### src/rtl/out_arb_mux_if.sv
// rtl/out_arb_mux_if.sv - flit input ports, registered output flit and grant for the output arbiter mux
interface out_arb_mux_if #(
    parameter int PORT_N = 5,
    parameter int DATA_W = 32,
    parameter int VCH_W  = 2
);
    logic [PORT_N-1:0]             in_valid;
    logic [PORT_N-1:0][DATA_W-1:0] in_data;
    logic [PORT_N-1:0][VCH_W-1:0]  in_vch;
    logic [PORT_N-1:0]             in_head;
    logic [PORT_N-1:0]             in_tail;
    logic [PORT_N-1:0]             in_ready;
    logic                          out_valid;
    logic [DATA_W-1:0]             out_data;
    logic [VCH_W-1:0]              out_vch;
    logic                          out_tail;
    logic                          out_ready;
    logic [PORT_N-1:0]             grant;

    modport master (
        output in_valid, in_data, in_vch, in_head, in_tail, out_ready,
        input  in_ready, out_valid, out_data, out_vch, out_tail, grant
    );

    modport slave (
        input  in_valid, in_data, in_vch, in_head, in_tail, out_ready,
        output in_ready, out_valid, out_data, out_vch, out_tail, grant
    );
endinterface

### src/rtl/out_arb_mux.sv
// rtl/out_arb_mux.sv - round-robin output arbiter with optional wormhole packet lock and a one-flit output register
module out_arb_mux #(
    parameter int PORT_N   = 5,
    parameter int DATA_W   = 32,
    parameter int VCH_W    = 2,
    parameter int LOCK_PKT = 1
) (
    input logic         clk,
    input logic         rst,
    out_arb_mux_if.slave bus
);
    localparam int PTR_W = (PORT_N > 1) ? $clog2(PORT_N) : 1;

    typedef enum logic {IDLE, LOCKED} state_t;

    state_t             state_q, state_d;
    logic [PTR_W-1:0]   ptr_q, ptr_d;
    logic [PTR_W-1:0]   owner_q, owner_d;
    logic               out_valid_q;
    logic [DATA_W-1:0]  out_data_q;
    logic [VCH_W-1:0]   out_vch_q;
    logic               out_tail_q;

    logic [PORT_N-1:0]  cand;
    logic [PORT_N-1:0]  grant;
    logic [PORT_N-1:0]  ready;
    logic [PTR_W-1:0]   gidx;
    logic [PTR_W-1:0]   sel;
    logic               found;
    logic               load_en;
    logic               accept;
    int                 idx;

    function automatic logic [PTR_W-1:0] wrap_inc(input logic [PTR_W-1:0] v);
        return (32'(v) == PORT_N - 1) ? '0 : v + 1'b1;
    endfunction

    // Cyclic first-candidate search starting at ptr_q.
    always_comb begin
        cand  = (LOCK_PKT != 0) ? (bus.in_valid & bus.in_head) : bus.in_valid;
        found = 1'b0;
        gidx  = ptr_q;
        idx   = 0;
        for (int k = 0; k < PORT_N; k++) begin
            idx = int'(ptr_q) + k;
            if (idx >= PORT_N) begin
                idx = idx - PORT_N;
            end
            if (!found && cand[idx]) begin
                found = 1'b1;
                gidx  = PTR_W'(idx);
            end
        end
    end

    always_comb begin
        grant = '0;
        if (rst) begin
            grant = '0;
        end else if (state_q == LOCKED) begin
            grant[owner_q] = 1'b1;
        end else if (found) begin
            grant[gidx] = 1'b1;
        end
        sel     = (state_q == LOCKED) ? owner_q : gidx;
        load_en = !out_valid_q || bus.out_ready;
        ready   = grant & {PORT_N{load_en}};
        accept  = |(ready & bus.in_valid);
    end

    always_comb begin
        state_d = state_q;
        ptr_d   = ptr_q;
        owner_d = owner_q;
        case (state_q)
            IDLE: begin
                if (accept) begin
                    if ((LOCK_PKT != 0) && bus.in_head[sel] && !bus.in_tail[sel]) begin
                        state_d = LOCKED;
                        owner_d = sel;
                    end else begin
                        ptr_d = wrap_inc(sel);
                    end
                end
            end
            LOCKED: begin
                // Re-arbitration waits for the cycle after the tail leaves.
                if (accept && bus.in_tail[owner_q]) begin
                    state_d = IDLE;
                    ptr_d   = wrap_inc(owner_q);
                end
            end
            default: state_d = IDLE;
        endcase
    end

    always_ff @(posedge clk) begin
        if (rst) begin
            state_q     <= IDLE;
            ptr_q       <= '0;
            owner_q     <= '0;
            out_valid_q <= 1'b0;
            out_data_q  <= '0;
            out_vch_q   <= '0;
            out_tail_q  <= 1'b0;
        end else begin
            state_q <= state_d;
            ptr_q   <= ptr_d;
            owner_q <= owner_d;
            if (load_en) begin
                out_valid_q <= accept;
                if (accept) begin
                    out_data_q <= bus.in_data[sel];
                    out_vch_q  <= bus.in_vch[sel];
                    out_tail_q <= bus.in_tail[sel];
                end
            end
        end
    end

    assign bus.grant     = grant;
    assign bus.in_ready  = ready;
    assign bus.out_valid = out_valid_q;
    assign bus.out_data  = out_data_q;
    assign bus.out_vch   = out_vch_q;
    assign bus.out_tail  = out_tail_q;
endmodule

### src/flat_wrapper.sv
// flat-port wrapper written by rule: the top's interface ports become plain ports
module out_arb_mux_flat 
#(
    parameter int PORT_N   = 5,
    parameter int DATA_W   = 32,
    parameter int VCH_W    = 2,
    parameter int LOCK_PKT = 1
)
  (clk, rst, bus_in_valid, bus_in_data, bus_in_vch, bus_in_head, bus_in_tail, bus_out_ready, bus_in_ready, bus_out_valid, bus_out_data, bus_out_vch, bus_out_tail, bus_grant);
  out_arb_mux_if #(.PORT_N(PORT_N), .DATA_W(DATA_W), .VCH_W(VCH_W)) bus_i ();
  input logic clk;
  input logic rst;
  input wire logic [$bits(bus_i.in_valid)-1:0] bus_in_valid;
  input wire logic [$bits(bus_i.in_data)-1:0] bus_in_data;
  input wire logic [$bits(bus_i.in_vch)-1:0] bus_in_vch;
  input wire logic [$bits(bus_i.in_head)-1:0] bus_in_head;
  input wire logic [$bits(bus_i.in_tail)-1:0] bus_in_tail;
  input wire logic [$bits(bus_i.out_ready)-1:0] bus_out_ready;
  output wire logic [$bits(bus_i.in_ready)-1:0] bus_in_ready;
  output wire logic [$bits(bus_i.out_valid)-1:0] bus_out_valid;
  output wire logic [$bits(bus_i.out_data)-1:0] bus_out_data;
  output wire logic [$bits(bus_i.out_vch)-1:0] bus_out_vch;
  output wire logic [$bits(bus_i.out_tail)-1:0] bus_out_tail;
  output wire logic [$bits(bus_i.grant)-1:0] bus_grant;
  assign bus_i.in_valid = bus_in_valid;
  assign bus_i.in_data = bus_in_data;
  assign bus_i.in_vch = bus_in_vch;
  assign bus_i.in_head = bus_in_head;
  assign bus_i.in_tail = bus_in_tail;
  assign bus_i.out_ready = bus_out_ready;
  assign bus_in_ready = bus_i.in_ready;
  assign bus_out_valid = bus_i.out_valid;
  assign bus_out_data = bus_i.out_data;
  assign bus_out_vch = bus_i.out_vch;
  assign bus_out_tail = bus_i.out_tail;
  assign bus_grant = bus_i.grant;
  out_arb_mux #(.PORT_N(PORT_N), .DATA_W(DATA_W), .VCH_W(VCH_W), .LOCK_PKT(LOCK_PKT)) u_core (.clk(clk), .rst(rst), .bus(bus_i));
endmodule
### config.mk
export PLATFORM = sky130hd
export DESIGN_NAME = out_arb_mux_flat
export DESIGN_NICKNAME = d
export VERILOG_FILES = /design/src/rtl/out_arb_mux_if.sv /design/src/rtl/out_arb_mux.sv /design/src/flat_wrapper.sv
export SDC_FILE = /design/constraint.sdc
export NUM_CORES = 1
export LEC_CHECK = 0
export CAP_MARGIN = 5
export CORE_MARGIN = 8
export CORE_UTILIZATION = 28
export CTS_CLUSTER_SIZE = 30
export DETAILED_ROUTE_END_ITERATION = 8
export GPL_TIMING_DRIVEN = 1
export HOLD_SLACK_MARGIN = 0.15
export MAX_ROUTING_LAYER = met4
export PLACE_DENSITY = 0.61
export SLEW_MARGIN = 15
export SYNTH_ARGS = -nofsm -noshare
export SYNTH_HDL_FRONTEND = slang
export SYNTH_SLANG_ARGS = --single-unit
### constraint.sdc
create_clock -name clk -period 7.1 [get_ports clk]
set_clock_uncertainty 0.05 [all_clocks]
set_input_delay 1.775 -clock clk [delete_from_list [all_inputs] [get_ports clk]]
set_output_delay 1.775 -clock clk [all_outputs]
set_load 0.01 [all_outputs]
After elaboration in Yosys (flattened, before gate mapping)
Cells that the tools add are included.

cells by class
  mux-type cells = 58
  equality and inequality tests = 5
  add/sub/neg operators = 11
  $lt $le $gt $ge = 15
  reductions and logical operators = 19
  divide/modulo/power cells = 0
  bitwise gates (word level) = 4
  multipliers = 0
  shifts and indexed selects = 0

operators by type and width
  operator               count
  $mux 32                6
  $lt 32x5->1 const B    5
  $ge 32x4->1 const B    4
  $sub 32x4->32 const B  4
  $bmux 32 s3            1
  $mux 3                 11
  $bmux 1 s3             8
  $mux 1                 23
  $and 5x5->5            3
  $mux 5                 3
  $lt 3x4->1 const B     3
  $add 3x2->4 const B    2
  $logic_and 1x1->1      8
  $add 3x1->3 const B    2
  $bmux 2 s3             1
  $demux 1 s3            2
  $eq 3x3->1 const B     2
  $ge 3x1->1 const B     2
  $logic_not 1->1        6
  $pmux 3 s2             1
  $reduce_and 3->1       2
  $reduce_or 5->1        1
  $add 3x1->4 const B    1
  $add 3x3->4 const B    1
  9 further kinds        10

storage, ports and cells
  latch bits = 0
  memories kept = 0
  memory bits (writable) = 0
  bits of input ports = 188
  register bits after elaboration = 43
  bits in read-only memories = 0
  word-level logic and storage cells = 119

Logic depth before layout (Yosys ltp)
  depth after elaboration = 31
  mapped depth = 22
  depth with buffers taken out = 18

Least setup slack after synthesis
Ideal clock, no wire load.

  kind = in2out
  start = in bus_in_valid[1]
  end = out bus_in_ready[3]
  stages = 10
  data required time = 5275 ps
  arrival time = 3736 ps
  path slack = 1539 ps
  path buffers = 0
  path through = nand2_1 -> mux2_1 -> nor2_1 -> mux2_2 -> or3_1 -> o211a_1 -> o21ai_1 -> nand2b_1 -> a2bb2oi_1 -> nor3_1

on the way
  cells in the longest elaborated chain, start to end = 25

ends and longest elaborated chain
  element                                                                RTL line            text
  from (decl)                                                            flat_wrapper.sv:13  input wire logic [$bits(bus_i.in_valid)-1:0] bus_in_valid;
  $and 5x5->5 (*)                                                        out_arb_mux.sv:40   cand = (LOCK_PKT != 0) ? (bus.in_valid & bus.in_head) : bus.in_valid;
  $bmux 1 s3                                                             out_arb_mux.sv:49   if (!found && cand[idx]) begin
  $mux 1 (implied by the code) (2 in a row)                              out_arb_mux.sv:49
  $mux 1                                                                 out_arb_mux.sv:49
  $logic_not 1->1                                                        out_arb_mux.sv:49
  $logic_and 1x1->1                                                      out_arb_mux.sv:49
  $mux 1                                                                 out_arb_mux.sv:49
  $logic_not 1->1                                                        out_arb_mux.sv:49
  [8 not listed]                                                         n/a
  $lt 3x4->1 (implied by the code) / $ge 3x1->1 (equally long branches)  out_arb_mux.sv:63   grant[gidx] = 1'b1;
  $logic_and 1x1->1 (implied by the code)                                out_arb_mux.sv:63
  $mux 1 (implied by the code)                                           out_arb_mux.sv:63
  $demux 1 s3                                                            n/a
  $mux 5 (*)                                                             out_arb_mux.sv:62   end else if (found) begin
  $mux 5 (*)                                                             out_arb_mux.sv:60   end else if (state_q == LOCKED) begin
  $mux 5 (*)                                                             out_arb_mux.sv:58   if (rst) begin
  $and 5x5->5 (*)                                                        out_arb_mux.sv:67   ready = grant & {PORT_N{load_en}};
  to (decl)                                                              flat_wrapper.sv:19  output wire logic [$bits(bus_i.in_ready)-1:0] bus_in_ready;

Every way passes the cells marked *; elsewhere a longest branch is shown, timed or not. The select of a mux whose other input is x is not followed.

Worst setup path in the final report
  start = in bus_in_valid[3]
  end = out bus_in_ready[4]

The elaborated chain is that of the path after synthesis.

==> reports/results.ini <==
[grt]
first_global_vias=5089
antenna_found_initial=0
globalRoute.busiestLayer=met2
grt_util_all_layers_pct=19.2
globalRouteOverflowTotal=0
globalRouteMet2Util_pct=31.5
grt.met1_usage_pct=23.4
grt_start_max_net_pins=52
grt_pass1_wl_mm=29.2
use_met3_pct=3.82

[logic_synthesis]
post-synth-top-area-cell=sky130_fd_sc_hd__dfxtp_1
syn-mean-instance-area_sq_um=8.96
synth_seq_cells=43
synth-compound-area-share_pct=28.6
yosysSeqAreaShare_pct=19.4
synth_adder_area_share_pct=4.11
synthesis.area_sq_um=4440
postSynth.asyncResetShare_pct=0
synthTopCellsByArea=sky130_fd_sc_hd__dfxtp_1 19%, sky130_fd_sc_hd__mux4_2 18%, sky130_fd_sc_hd__a211oi_1 6.1%, sky130_fd_sc_hd__a22oi_1 5.9%, sky130_fd_sc_hd__nor2_1 5.2%
synth_top_family_by_area=compound AO/OA/AOI/OAI gates
multiplexer_fraction_of_the_synthesized_cell_area_pct=22.7
warnings_from_yosys=0
post_synth_edffs=0
synth_simple_gate_area_share_pct=17.8
ys_dominant_reg_cell=sky130_fd_sc_hd__dfxtp_1
synth.top_cell.area_share_pct=19.4
synth.net_count=698
synthDistinctLibCells=77
synthXorXnorAreaFrac_pct=1.60
syn-instance-count=496

[sta]
timing.max_slew.rel_slack_pct=36.3
max_clock_freq_ghz=0.146
finalHoldViolCount=0
part_of_the_cycle_the_worst_path_needs_pct=96.3
setup_viol_count_final=0
final-max-slew-violation-count=0
worst-slew-pin-transition_ns=0.953
finalWorstPathRequiredPeriod_ns=6.84

[power]
power.density_cell_area_nw_per_um2=534
vdd_drop_max_mv=0.244
power.leakage_nw=2.56

[die]
floorplan_row_count=46
die_width_um=142
coreArea_sq_um=15700
fp.dieArea_sq_um=20200
io-pin-count=234
starting_density_of_the_core_pct=28.3
die_height_um=142

[clocking]
clock_sinks=43
gates_resized_cts_repair=0
cts_inserted_buffers=5
post-cts-setup-buffers=0
clock_insertion_delay_at_the_later_pin_of_the_skew_report_ns=0.29
cts_htree_levels=2
max_buffers_root_to_sink=2
hold_buffers=0
cts_root_buf=sky130_fd_sc_hd__clkbuf_16
cts_tree=built
path_clk_slew_ns=0.06

[detailed_routing]
final_wirelength_mm=19.9
num_vias=5032
antenna_violating_nets_post_route=0
post-route-drc-count=0
drtIter0Drc=381
detail_routed_via_count_per_cell=5.46
wire_length_per_cell_um=21.6
firstDrtPassIters=5

[placement]
cell_area_reported_after_detailed_placement_sq_um=6940
gpl.final_weighted_congestion=0.998
portBuffers=233
place_hpwl_mm=16.2

[worst_setup_path]
critical_path_required_ns=5.28
critical_path.endpoint_type=output pin
cp-startpoint=bus_in_valid[3]
critPathMaxStageDelay_ns=0.59
cp.arrival_ns=5.01
critical_path_s_most_frequent_cell=sky130_fd_sc_hd__clkdlybuf4s50_1
crit_chain=clkdlybuf4s50_1 > a21boi_1 > and3_1 > a211o_1 > o221ai_2 > a2111oi_0 > o221a_2 > o41ai_4 > o21ai_0 > nor2_1 > clkdlybuf4s50_1
crit-reg2reg-capture=u_core.ptr_q[2]
crit_buf_inv=2
setup.worst_path.start_class=primary input
setup.reg_to_reg.worst_slack_ns=1.85
critical_path.slowest_cell=sky130_fd_sc_hd__clkdlybuf4s50_1
path_delay_family=compound AO/OA/AOI/OAI gates
worstReg2RegStart=u_core.ptr_q[2]
timing.setup.critical_path_class=in -> out
crit_path_max_fanout=6
depth_of_the_worst_register_to_register_path=14

[final_layout]
utilization_pct=45.6
layout-drive-gt1-share_pct=12.2
area_growth_pct=61.3
fin_area_sq_um=7170
finish.net_count=906
insertedDiodeCount=0

[run]
max-cap-violations=0

[min_path]
hp-start=u_core.bus.out_tail
worstHoldEndpoint=u_core.bus.out_tail
hold_path_class=reg -> reg
number_of_cells_on_the_worst_hold_path=2

[run_status]
outcome=finished, final reports clean

-- stage by stage --
step / power (W) / instances / worst slack [ns] / setup TNS, ns / hold slack [ns]
5_1_grt: 0.00414 / 921 / -0.0112 / -0.0112 / 0.460
6_report: 0.00383 / 921 / 0.262 / 0 / 0.442
3_3_place_gp: 0.00352 / 913 / 0.225 / 0 / 0.413
4_1_cts: 0.00385 / 921 / 0.173 / 0 / 0.446
3_5_place_dp: 0.00355 / 913 / 0.175 / 0 / 0.425
2_1_floorplan: 0.00263 / 496 / 1.54 / 0 / 0.445
-- report_power, final --
part | switching (W) | leakage, nW | internal [W]
Sequential | 0.0000976 | 0.354 | 0.000366
Combinational | 0.00161 | 2.12 | 0.00148
Clock | 0.0000989 | 0.0875 | 0.000177
-- registers in the layout, summed over array words and instances (netlist names) --
register / count
u_core.bus.out_tail: 1
u_core.bus.out_valid: 1
u_core.ptr_q: 3
u_core.bus.out_vch: 2
u_core.owner_q: 3
u_core.bus.out_data: 32
u_core.state_q: 1
-- worst register-to-register path: stages (launching register included) --
cell	delay, ns
sky130_fd_sc_hd__dfxtp_1	0.77
sky130_fd_sc_hd__inv_1	0.19
sky130_fd_sc_hd__ha_1	0.51
sky130_fd_sc_hd__a21o_1	0.20
sky130_fd_sc_hd__mux2i_1	0.33
sky130_fd_sc_hd__mux2_2	0.44
sky130_fd_sc_hd__or3_1	0.32
sky130_fd_sc_hd__o211a_1	0.24
sky130_fd_sc_hd__o211ai_1	0.44
sky130_fd_sc_hd__nand2_2	0.66
sky130_fd_sc_hd__ha_1	0.54
sky130_fd_sc_hd__nor2_1	0.12
sky130_fd_sc_hd__mux2_2	0.14
sky130_fd_sc_hd__o21ai_0	0.06
sky130_fd_sc_hd__mux2i_1	0.16
-- Yosys cell counts, types with 3 or more instances --
library cell	instances
sky130_fd_sc_hd__nor2_1	61
sky130_fd_sc_hd__dfxtp_1	43
sky130_fd_sc_hd__a211oi_1	36
sky130_fd_sc_hd__a22oi_1	35
sky130_fd_sc_hd__mux4_2	35
sky130_fd_sc_hd__nand2_1	25
sky130_fd_sc_hd__clkbuf_1	23
sky130_fd_sc_hd__a21oi_1	17
sky130_fd_sc_hd__mux2i_1	16
sky130_fd_sc_hd__inv_1	15
sky130_fd_sc_hd__nand2b_1	14
sky130_fd_sc_hd__ha_1	13
sky130_fd_sc_hd__o21ai_0	11
sky130_fd_sc_hd__buf_2	9
sky130_fd_sc_hd__buf_4	9
sky130_fd_sc_hd__nand3_1	8
sky130_fd_sc_hd__nor2b_1	7
sky130_fd_sc_hd__a21o_1	6
sky130_fd_sc_hd__nor3_1	6
sky130_fd_sc_hd__a2bb2oi_1	5
sky130_fd_sc_hd__nor4_1	5
sky130_fd_sc_hd__or3_1	5
sky130_fd_sc_hd__a32oi_1	4
sky130_fd_sc_hd__o211ai_1	4
sky130_fd_sc_hd__o21ai_1	4
sky130_fd_sc_hd__o22ai_1	4
sky130_fd_sc_hd__xnor2_1	4
sky130_fd_sc_hd__mux2_2	3
sky130_fd_sc_hd__nand3b_1	3
sky130_fd_sc_hd__nand4_1	3
-- how the worst max path moves through the flow --
stage                                  to  slack [ns]  cells past startpoint
after CTS                 bus_in_ready[3]        0.17                     13
after floorplan           bus_in_ready[3]        1.54                     10
after global placement    bus_in_ready[3]        0.22                     13
after detailed placement  bus_in_ready[3]        0.18                     13
after global routing      bus_in_ready[3]       -0.01                     13
final                     bus_in_ready[4]        0.26                     11
-- kinds of logic after synthesis --
group / after synthesis
fa+ha+maj: 14
flops: 43
mux: 56
buf+inv: 58
simple gates: 155
xor+xnor: 6
compound gates: 164
-- layer usage --
| metal | wire length (um) | vias up |
|---|---|---|
| met5 | 0 | - |
| met4 | 477 | 0 |
| met3 | 1270 | 26 |
| met2 | 10100 | 241 |
| met1 | 8090 | 2411 |
| li1 | - | 2354 |
-- cell usage in the layout (no fill, tap or decap), types with 5 or more instances in the layout --
cell type                         count
sky130_fd_sc_hd__clkbuf_16            5
sky130_fd_sc_hd__a21o_1               6
sky130_fd_sc_hd__nand2b_1            14
sky130_fd_sc_hd__nand2_1             22
sky130_fd_sc_hd__nand3_1              8
sky130_fd_sc_hd__mux2i_1             16
sky130_fd_sc_hd__nor3_1               6
sky130_fd_sc_hd__nor2b_1              7
sky130_fd_sc_hd__dfxtp_1             43
sky130_fd_sc_hd__ha_1                13
sky130_fd_sc_hd__clkdlybuf4s50_1    232
sky130_fd_sc_hd__a2bb2oi_1            5
sky130_fd_sc_hd__o21ai_0             11
sky130_fd_sc_hd__or3_1                5
sky130_fd_sc_hd__buf_4                8
sky130_fd_sc_hd__a211oi_1            36
sky130_fd_sc_hd__mux4_2              35
sky130_fd_sc_hd__a21oi_1             17
sky130_fd_sc_hd__nor2_1              61
sky130_fd_sc_hd__a22oi_1             35
sky130_fd_sc_hd__inv_1               15
-- cell type report --
type                    count  area (sq um)
clock buffers               6           139
clock inverters             2          38.8
fillers                  1484          8540
inverters                  17          63.8
multi-input cells         395          3390
flip-flops and latches     43           861
well taps                 216           270
repair buffers            242          2410
Note: power is estimated with default switching activity, not from simulation.
